`src/rtl/example_acc_quant.sv`:
```
// example_acc_quant: accumulates N_TERMS signed products plus a bias per
// group, then rounds, shifts and clips or wraps the sum to OUT_W bits.
// Ports: ap_clk, ap_rst_n (async low); prod_data/prod_valid/prod_ready in;
//        bias (first beat); out_data/out_valid/out_ready out; sat_flag.
// Option: define EXAMPLE_ACC_QUANT_SAT_EN to clip results and drive sat_flag.
module example_acc_quant #(
    parameter int PROD_W  = 21,
    parameter int N_TERMS = 16,
    parameter int ACC_W   = 26,
    parameter int BIAS_W  = 16,
    parameter int SHIFT   = 8,
    parameter int OUT_W   = 16
) (
    input  logic                     ap_clk,
    input  logic                     ap_rst_n,
    input  logic signed [PROD_W-1:0] prod_data,
    input  logic                     prod_valid,
    output logic                     prod_ready,
    input  logic signed [BIAS_W-1:0] bias,
    output logic signed [OUT_W-1:0]  out_data,
    output logic                     out_valid,
    input  logic                     out_ready,
    output logic                     sat_flag
);

    localparam int CNT_W = (N_TERMS > 1) ? $clog2(N_TERMS) : 1;
    localparam int RW    = ACC_W + 1;
    localparam logic [CNT_W-1:0] LAST = CNT_W'(N_TERMS - 1);
    localparam logic [RW-1:0]    HALF =
        {{(RW-1){1'b0}}, 1'b1} << (SHIFT - 1);

    typedef enum logic {
        S_ACC,
        S_OUT
    } state_t;

    state_t                  state_q;
    logic [ACC_W-1:0]        acc_q;
    logic [CNT_W-1:0]        cnt_q;
    logic signed [OUT_W-1:0] out_data_q;
    logic                    out_valid_q;
    logic                    prod_ready_q;

    logic [ACC_W-1:0]        prod_ext;
    logic [ACC_W-1:0]        bias_sh;
    logic [ACC_W-1:0]        acc_d;
    logic signed [RW-1:0]    rnd;
    logic signed [RW-1:0]    r;
    logic signed [OUT_W-1:0] q_d;
    logic                    beat;

    assign beat = prod_valid && prod_ready_q;

    // acc_d doubles as the full group sum on the last beat.
    always_comb begin
        prod_ext = {{(ACC_W-PROD_W){prod_data[PROD_W-1]}}, prod_data};
        bias_sh  = {{(ACC_W-BIAS_W){bias[BIAS_W-1]}}, bias};
        bias_sh  = bias_sh << SHIFT;
        acc_d    = ((cnt_q == '0) ? bias_sh : acc_q) + prod_ext;
        // One guard bit so the rounding add cannot wrap.
        rnd      = $signed({acc_d[ACC_W-1], acc_d} + HALF);
        r        = rnd >>> SHIFT;
    end

`ifdef EXAMPLE_ACC_QUANT_SAT_EN
    logic ovf_d;
    logic sat_q;

    // Fits OUT_W only if every bit above the output sign matches it.
    always_comb begin
        ovf_d = !((&r[RW-1:OUT_W-1]) || !(|r[RW-1:OUT_W-1]));
        q_d   = r[OUT_W-1:0];
        if (ovf_d) begin
            if (r[RW-1]) begin
                q_d = {1'b1, {(OUT_W-1){1'b0}}};
            end else begin
                q_d = {1'b0, {(OUT_W-1){1'b1}}};
            end
        end
    end

    always_ff @(posedge ap_clk or negedge ap_rst_n) begin
        if (!ap_rst_n) begin
            sat_q <= 1'b0;
        end else if (state_q == S_ACC && beat && cnt_q == LAST && ovf_d) begin
            sat_q <= 1'b1;
        end
    end

    assign sat_flag = sat_q;
`else
    logic unused_hi;

    assign q_d       = r[OUT_W-1:0];
    assign unused_hi = ^r[RW-1:OUT_W];
    assign sat_flag  = 1'b0;
`endif

    always_ff @(posedge ap_clk or negedge ap_rst_n) begin
        if (!ap_rst_n) begin
            state_q      <= S_ACC;
            acc_q        <= '0;
            cnt_q        <= '0;
            out_data_q   <= '0;
            out_valid_q  <= 1'b0;
            prod_ready_q <= 1'b0;
        end else begin
            unique case (state_q)
                S_ACC: begin
                    prod_ready_q <= 1'b1;
                    if (beat) begin
                        acc_q <= acc_d;
                        if (cnt_q == LAST) begin
                            cnt_q        <= '0;
                            out_data_q   <= q_d;
                            out_valid_q  <= 1'b1;
                            prod_ready_q <= 1'b0;
                            state_q      <= S_OUT;
                        end else begin
                            cnt_q <= cnt_q + CNT_W'(1);
                        end
                    end
                end
                S_OUT: begin
                    if (out_ready) begin
                        out_valid_q  <= 1'b0;
                        prod_ready_q <= 1'b1;
                        state_q      <= S_ACC;
                    end
                end
                default: begin
                    state_q <= S_ACC;
                end
            endcase
        end
    end

    assign prod_ready = prod_ready_q;
    assign out_data   = out_data_q;
    assign out_valid  = out_valid_q;

endmodule

```
`config.mk`:
```
export PLATFORM = sky130hd
export DESIGN_NAME = example_acc_quant
export DESIGN_NICKNAME = d
export VERILOG_FILES = /design/src/rtl/example_acc_quant.sv
export SDC_FILE = /design/constraint.sdc
export NUM_CORES = 1
export LEC_CHECK = 0
export BUFFER_PORTS_ARGS = -buffer_cell sky130_fd_sc_hd__buf_2
export CAP_MARGIN = 20
export CORE_AREA = 2 2 87 89
export DETAILED_ROUTE_END_ITERATION = 16
export DIE_AREA = 0 0 89 91
export GPL_TIMING_DRIVEN = 0
export MAX_ROUTING_LAYER = met4
export PLACE_DENSITY = 0.81
export SLEW_MARGIN = 20
export SYNTH_ARGS = -nofsm -noshare
export SYNTH_HDL_FRONTEND = slang
export SYNTH_SLANG_ARGS = --single-unit
```
`constraint.sdc`:
```
create_clock -name ap_clk -period 9.55 [get_ports ap_clk]
set_input_delay 1.91 -clock ap_clk [delete_from_list [all_inputs] [get_ports ap_clk]]
set_output_delay 1.91 -clock ap_clk [all_outputs]
set_load 0.02 [all_outputs]
```
==> impl_metrics.json <==
{
  "status": "finished, final reports clean",
  "cts_setup_buffers": 0,
  "global_route_wire_length_before_repair_microns": 15200,
  "worstHoldPathType": "flop to flop",
  "grt_antenna_before_repair": 0,
  "via_count": 3449,
  "clock_network_fraction_of_design_power_pct": 8.5,
  "data_required_time_at_the_worst_endpoint_ns": 9.74,
  "met2_length_microns": 4410,
  "flow.area_growth_from_synthesis_pct": 14.0,
  "endpoint_kind": "flop",
  "chipHeight_microns": 91,
  "layout.cells.non_filler": 592,
  "slew_headroom_pct": 35.2,
  "timing.critical_path.slowest_stage_cell": "sky130_fd_sc_hd__nor3b_1",
  "max_freq_mhz": 191,
  "ys.warnings.count": 0,
  "place_inst": 584,
  "dieArea_sq_mm": 0.00810,
  "critical_path.most_common_cell": "sky130_fd_sc_hd__ha_1",
  "p_switching_uw": 917,
  "sw_frac_of_total_pct": 50.5,
  "crit_fanout": 10,
  "start_util_pct": 53.1,
  "worst-slew-pin-transition_ns": 0.970,
  "port_buffers": 58,
  "vdd.ir_drop.worst_uv": 269,
  "detailed_place_hpwl_microns": 7130,
  "drt-wirelength-per-cell_microns": 15.5,
  "floorplan.io_pins": 60,
  "clk_pin_slew_worst_paths_ns": 0.10,
  "skew_ns": 0.00988,
  "most-common-layout-cells": "sky130_fd_sc_hd__nand2_1, sky130_fd_sc_hd__buf_2, sky130_fd_sc_hd__dfrtp_1, sky130_fd_sc_hd__o21ai_0, sky130_fd_sc_hd__ha_1",
  "top_layer": "met4",
  "synthesis.nets": 495,
  "crit_path_max_incr_delay_ns": 0.78,
  "core_region_area_sq_mm": 0.00714,
  "clock_latency_late_sink_ns": 0.32,
  "post_route_setup_tns_ns": 0,
  "core.rowCount": 31,
  "layout-drive-gt1-share_pct": 24.9,
  "die_x_microns": 89,
  "tritoncts_num_sinks": 47,
  "yosysSeqAreaShare_pct": 31.0,
  "cts.root.buffer_cell": "sky130_fd_sc_hd__clkbuf_8",
  "track_usage_pct": 24.0,
  "cts_resized": 0,
  "pwr-share-comb_pct": 72.9,
  "met3_length_microns": 426,
  "cts-htree-levels": 2,
  "synth_edf_count": 0,
  "hold_violations": 0,
  "routed_wirelength_microns": 9190,
  "cts_inserted_buffers": 5,
  "clock_tree_from_tritoncts": "built",
  "layout.cells.most_common": "sky130_fd_sc_hd__nand2_1",
  "postSynth.topFlopCell": "sky130_fd_sc_hd__dfrtp_1",
  "cp_data_arrival_time_ns": 5.44,
  "maximum_number_of_pins_on_one_net_before_global_route_repair": 48,
  "worstPathCellList": "inv_1 > ha_1 > nor3b_1 > clkbuf_1 > mux2_2 > ha_1 > buf_6 > a21o_1 > a21o_2 > a21oi_1 > o211ai_2 > xnor2_1 > or4_4 > nor4_4 > a31o_1 > a31oi_1",
  "synthCells": 427,
  "antenna_viol_nets_final": 0,
  "synth.distinct_cells": 73,
  "grt.overflow.total": 0,
  "final_period_minus_worst_setup_slack_ns": 5.25,
  "starting_drc_count_in_detailed_routing": 214,
  "synth_area_per_inst_sq_um": 8.88,
  "cts.hold.buffers_added": 0,
  "drt_first_pass_iters": 5,
  "design_internal_power_uw": 897,
  "final.period_utilization_pct": 55.0,
  "startpoint_type": "flop",
  "leakage_nw": 2.00,
  "grt_pass1_vias": 3255,
  "routed_via_density": 5.83,
  "number_of_max_slew_violations_in_the_final_report": 0,
  "setup-violations-final": 0,
  "cts.path.max_buffers": 2,
  "p_per_area_mw_per_mm2": 420,
  "crit_buf_inv": 3,
  "gp_congestion": 0.920,
  "cap_violations": 0,
  "timing.setup.critical_path_class": "flop to flop",
  "ys_seq_elements": 47,
  "rsz_0062_raised_after_global_routing": "no",
  "synth_area_sq_mm": 0.00379,
  "num_antenna_cells": 0,
  "drc": 0,
  "crit_path_max_delay_family": "simple AND/OR/NAND/NOR gates",
  "asyncSetResetFlopFracSynth_pct": 100,
  "final_net_count": 560,
  "reg_power_share_pct": 18.6,
  "routedLengthMet1_microns": 4110
}
[final timing paths]
check | startpoint | to | slack (ns) | cells past startpoint
worst max-delay path | cnt_q[0]$_DFFE_PN0P_ | out_data[15]$_DFFE_PN0P_ | 4.30 | 16
worst max register to register | cnt_q[0]$_DFFE_PN0P_ | out_data[15]$_DFFE_PN0P_ | 4.30 | 16
min in group asynchronous | ap_rst_n | acc_q[2]$_DFFE_PN0P_ | 1.59 | 1
max in group asynchronous | ap_rst_n | acc_q[22]$_DFFE_PN0P_ | 7.57 | 1
worst min-delay path | acc_q[7]$_DFFE_PN0P_ | acc_q[7]$_DFFE_PN0P_ | 0.47 | 2
worst min register to register | acc_q[7]$_DFFE_PN0P_ | acc_q[7]$_DFFE_PN0P_ | 0.47 | 2
[area by class of cell]
cell class	instances	area, sq um
multi-input cells	351	2440
fillers	651	2810
well taps	99	124
clock inverters	3	46.3
repair buffers	58	293
flip-flops and latches	47	1180
inverters	10	37.5
clock buffers	5	68.8
plain buffers	19	134
[stage by stage]
step                total power [mW]  cell area [sq um]  utilization, %  hold WS (ns)  setup WS [ns]
floorplan                       1.35               3790               -         0.438           4.83
global placement                1.59               4210            58.9         0.457           4.47
detailed placement              1.64               4210            58.9         0.454           4.36
CTS                             1.80               4320            60.6         0.476           4.33
global route                    1.97               4320            60.6         0.505           3.99
finish                          1.81               4320            60.6         0.474           4.30
[routing by layer]
layer	global-route usage [%]	up-vias
met5	-	-
met1	33.0	1649
li1	-	1650
met2	37.5	126
met3	1.73	24
met4	7.71	0
[state kept, by name, indices dropped and copies added, names as in the netlist]
signal and count:
out_data 16, out_valid 1, cnt_q 4, state_q 1, prod_ready 1, acc_q 24
[power by group through the flow]
| stage | Sequential (mW) | Clock (mW) | Combinational, mW |
|---|---|---|---|
| 4_1_cts | 0.337 | 0.154 | 1.31 |
| 3_3_place_gp | 0.336 | 0 | 1.25 |
| 2_1_floorplan | 0.360 | 0 | 0.989 |
| 6_report | 0.337 | 0.155 | 1.32 |
| 3_5_place_dp | 0.340 | 0 | 1.30 |
| 5_1_grt | 0.348 | 0.162 | 1.46 |
[worst min-delay path, delay by kind of cell (launching register included)]
kind | cells | cell delay (ns)
flip-flops | 1 | 0.34
AND/OR/NAND/NOR | 2 | 0.11
[Yosys cell counts, types with 5 or more instances]
cell type,number,area (sq um)
sky130_fd_sc_hd__ha_1,26,325
sky130_fd_sc_hd__o21ai_0,36,180
sky130_fd_sc_hd__clkbuf_1,10,37.5
sky130_fd_sc_hd__nand3_1,5,25.0
sky130_fd_sc_hd__a21oi_1,19,95.1
sky130_fd_sc_hd__nor2b_1,8,50.1
sky130_fd_sc_hd__nor2_1,22,82.6
sky130_fd_sc_hd__inv_1,10,37.5
sky130_fd_sc_hd__buf_6,6,67.6
sky130_fd_sc_hd__mux2_2,16,180
sky130_fd_sc_hd__xor2_1,16,140
sky130_fd_sc_hd__nand2_1,75,282
sky130_fd_sc_hd__a21o_1,8,60.1
sky130_fd_sc_hd__o21ai_1,8,40.0
sky130_fd_sc_hd__dfrtp_1,47,1180
sky130_fd_sc_hd__nand2b_1,6,37.5
sky130_fd_sc_hd__xnor2_1,16,140
[cell families (layout without fill, tap and decap cells)]
| group | Yosys count | in the layout | synth area share, % |
|---|---|---|---|
| and+or+nand+nor | 154 | 154 | 20.5 |
| AOI/OAI and AO/OA | 118 | 118 | 21.7 |
| DFF | 47 | 47 | 31.0 |
| xor gates and xnor gates | 33 | 33 | 7.82 |
| buffers and inverters | 29 | 95 | 4.52 |
| adders and majority gates | 27 | 27 | 9.11 |
| muxes | 18 | 18 | 5.28 |
| other | 1 | 1 | 0.0989 |
Power figures use the tool's default switching activity.
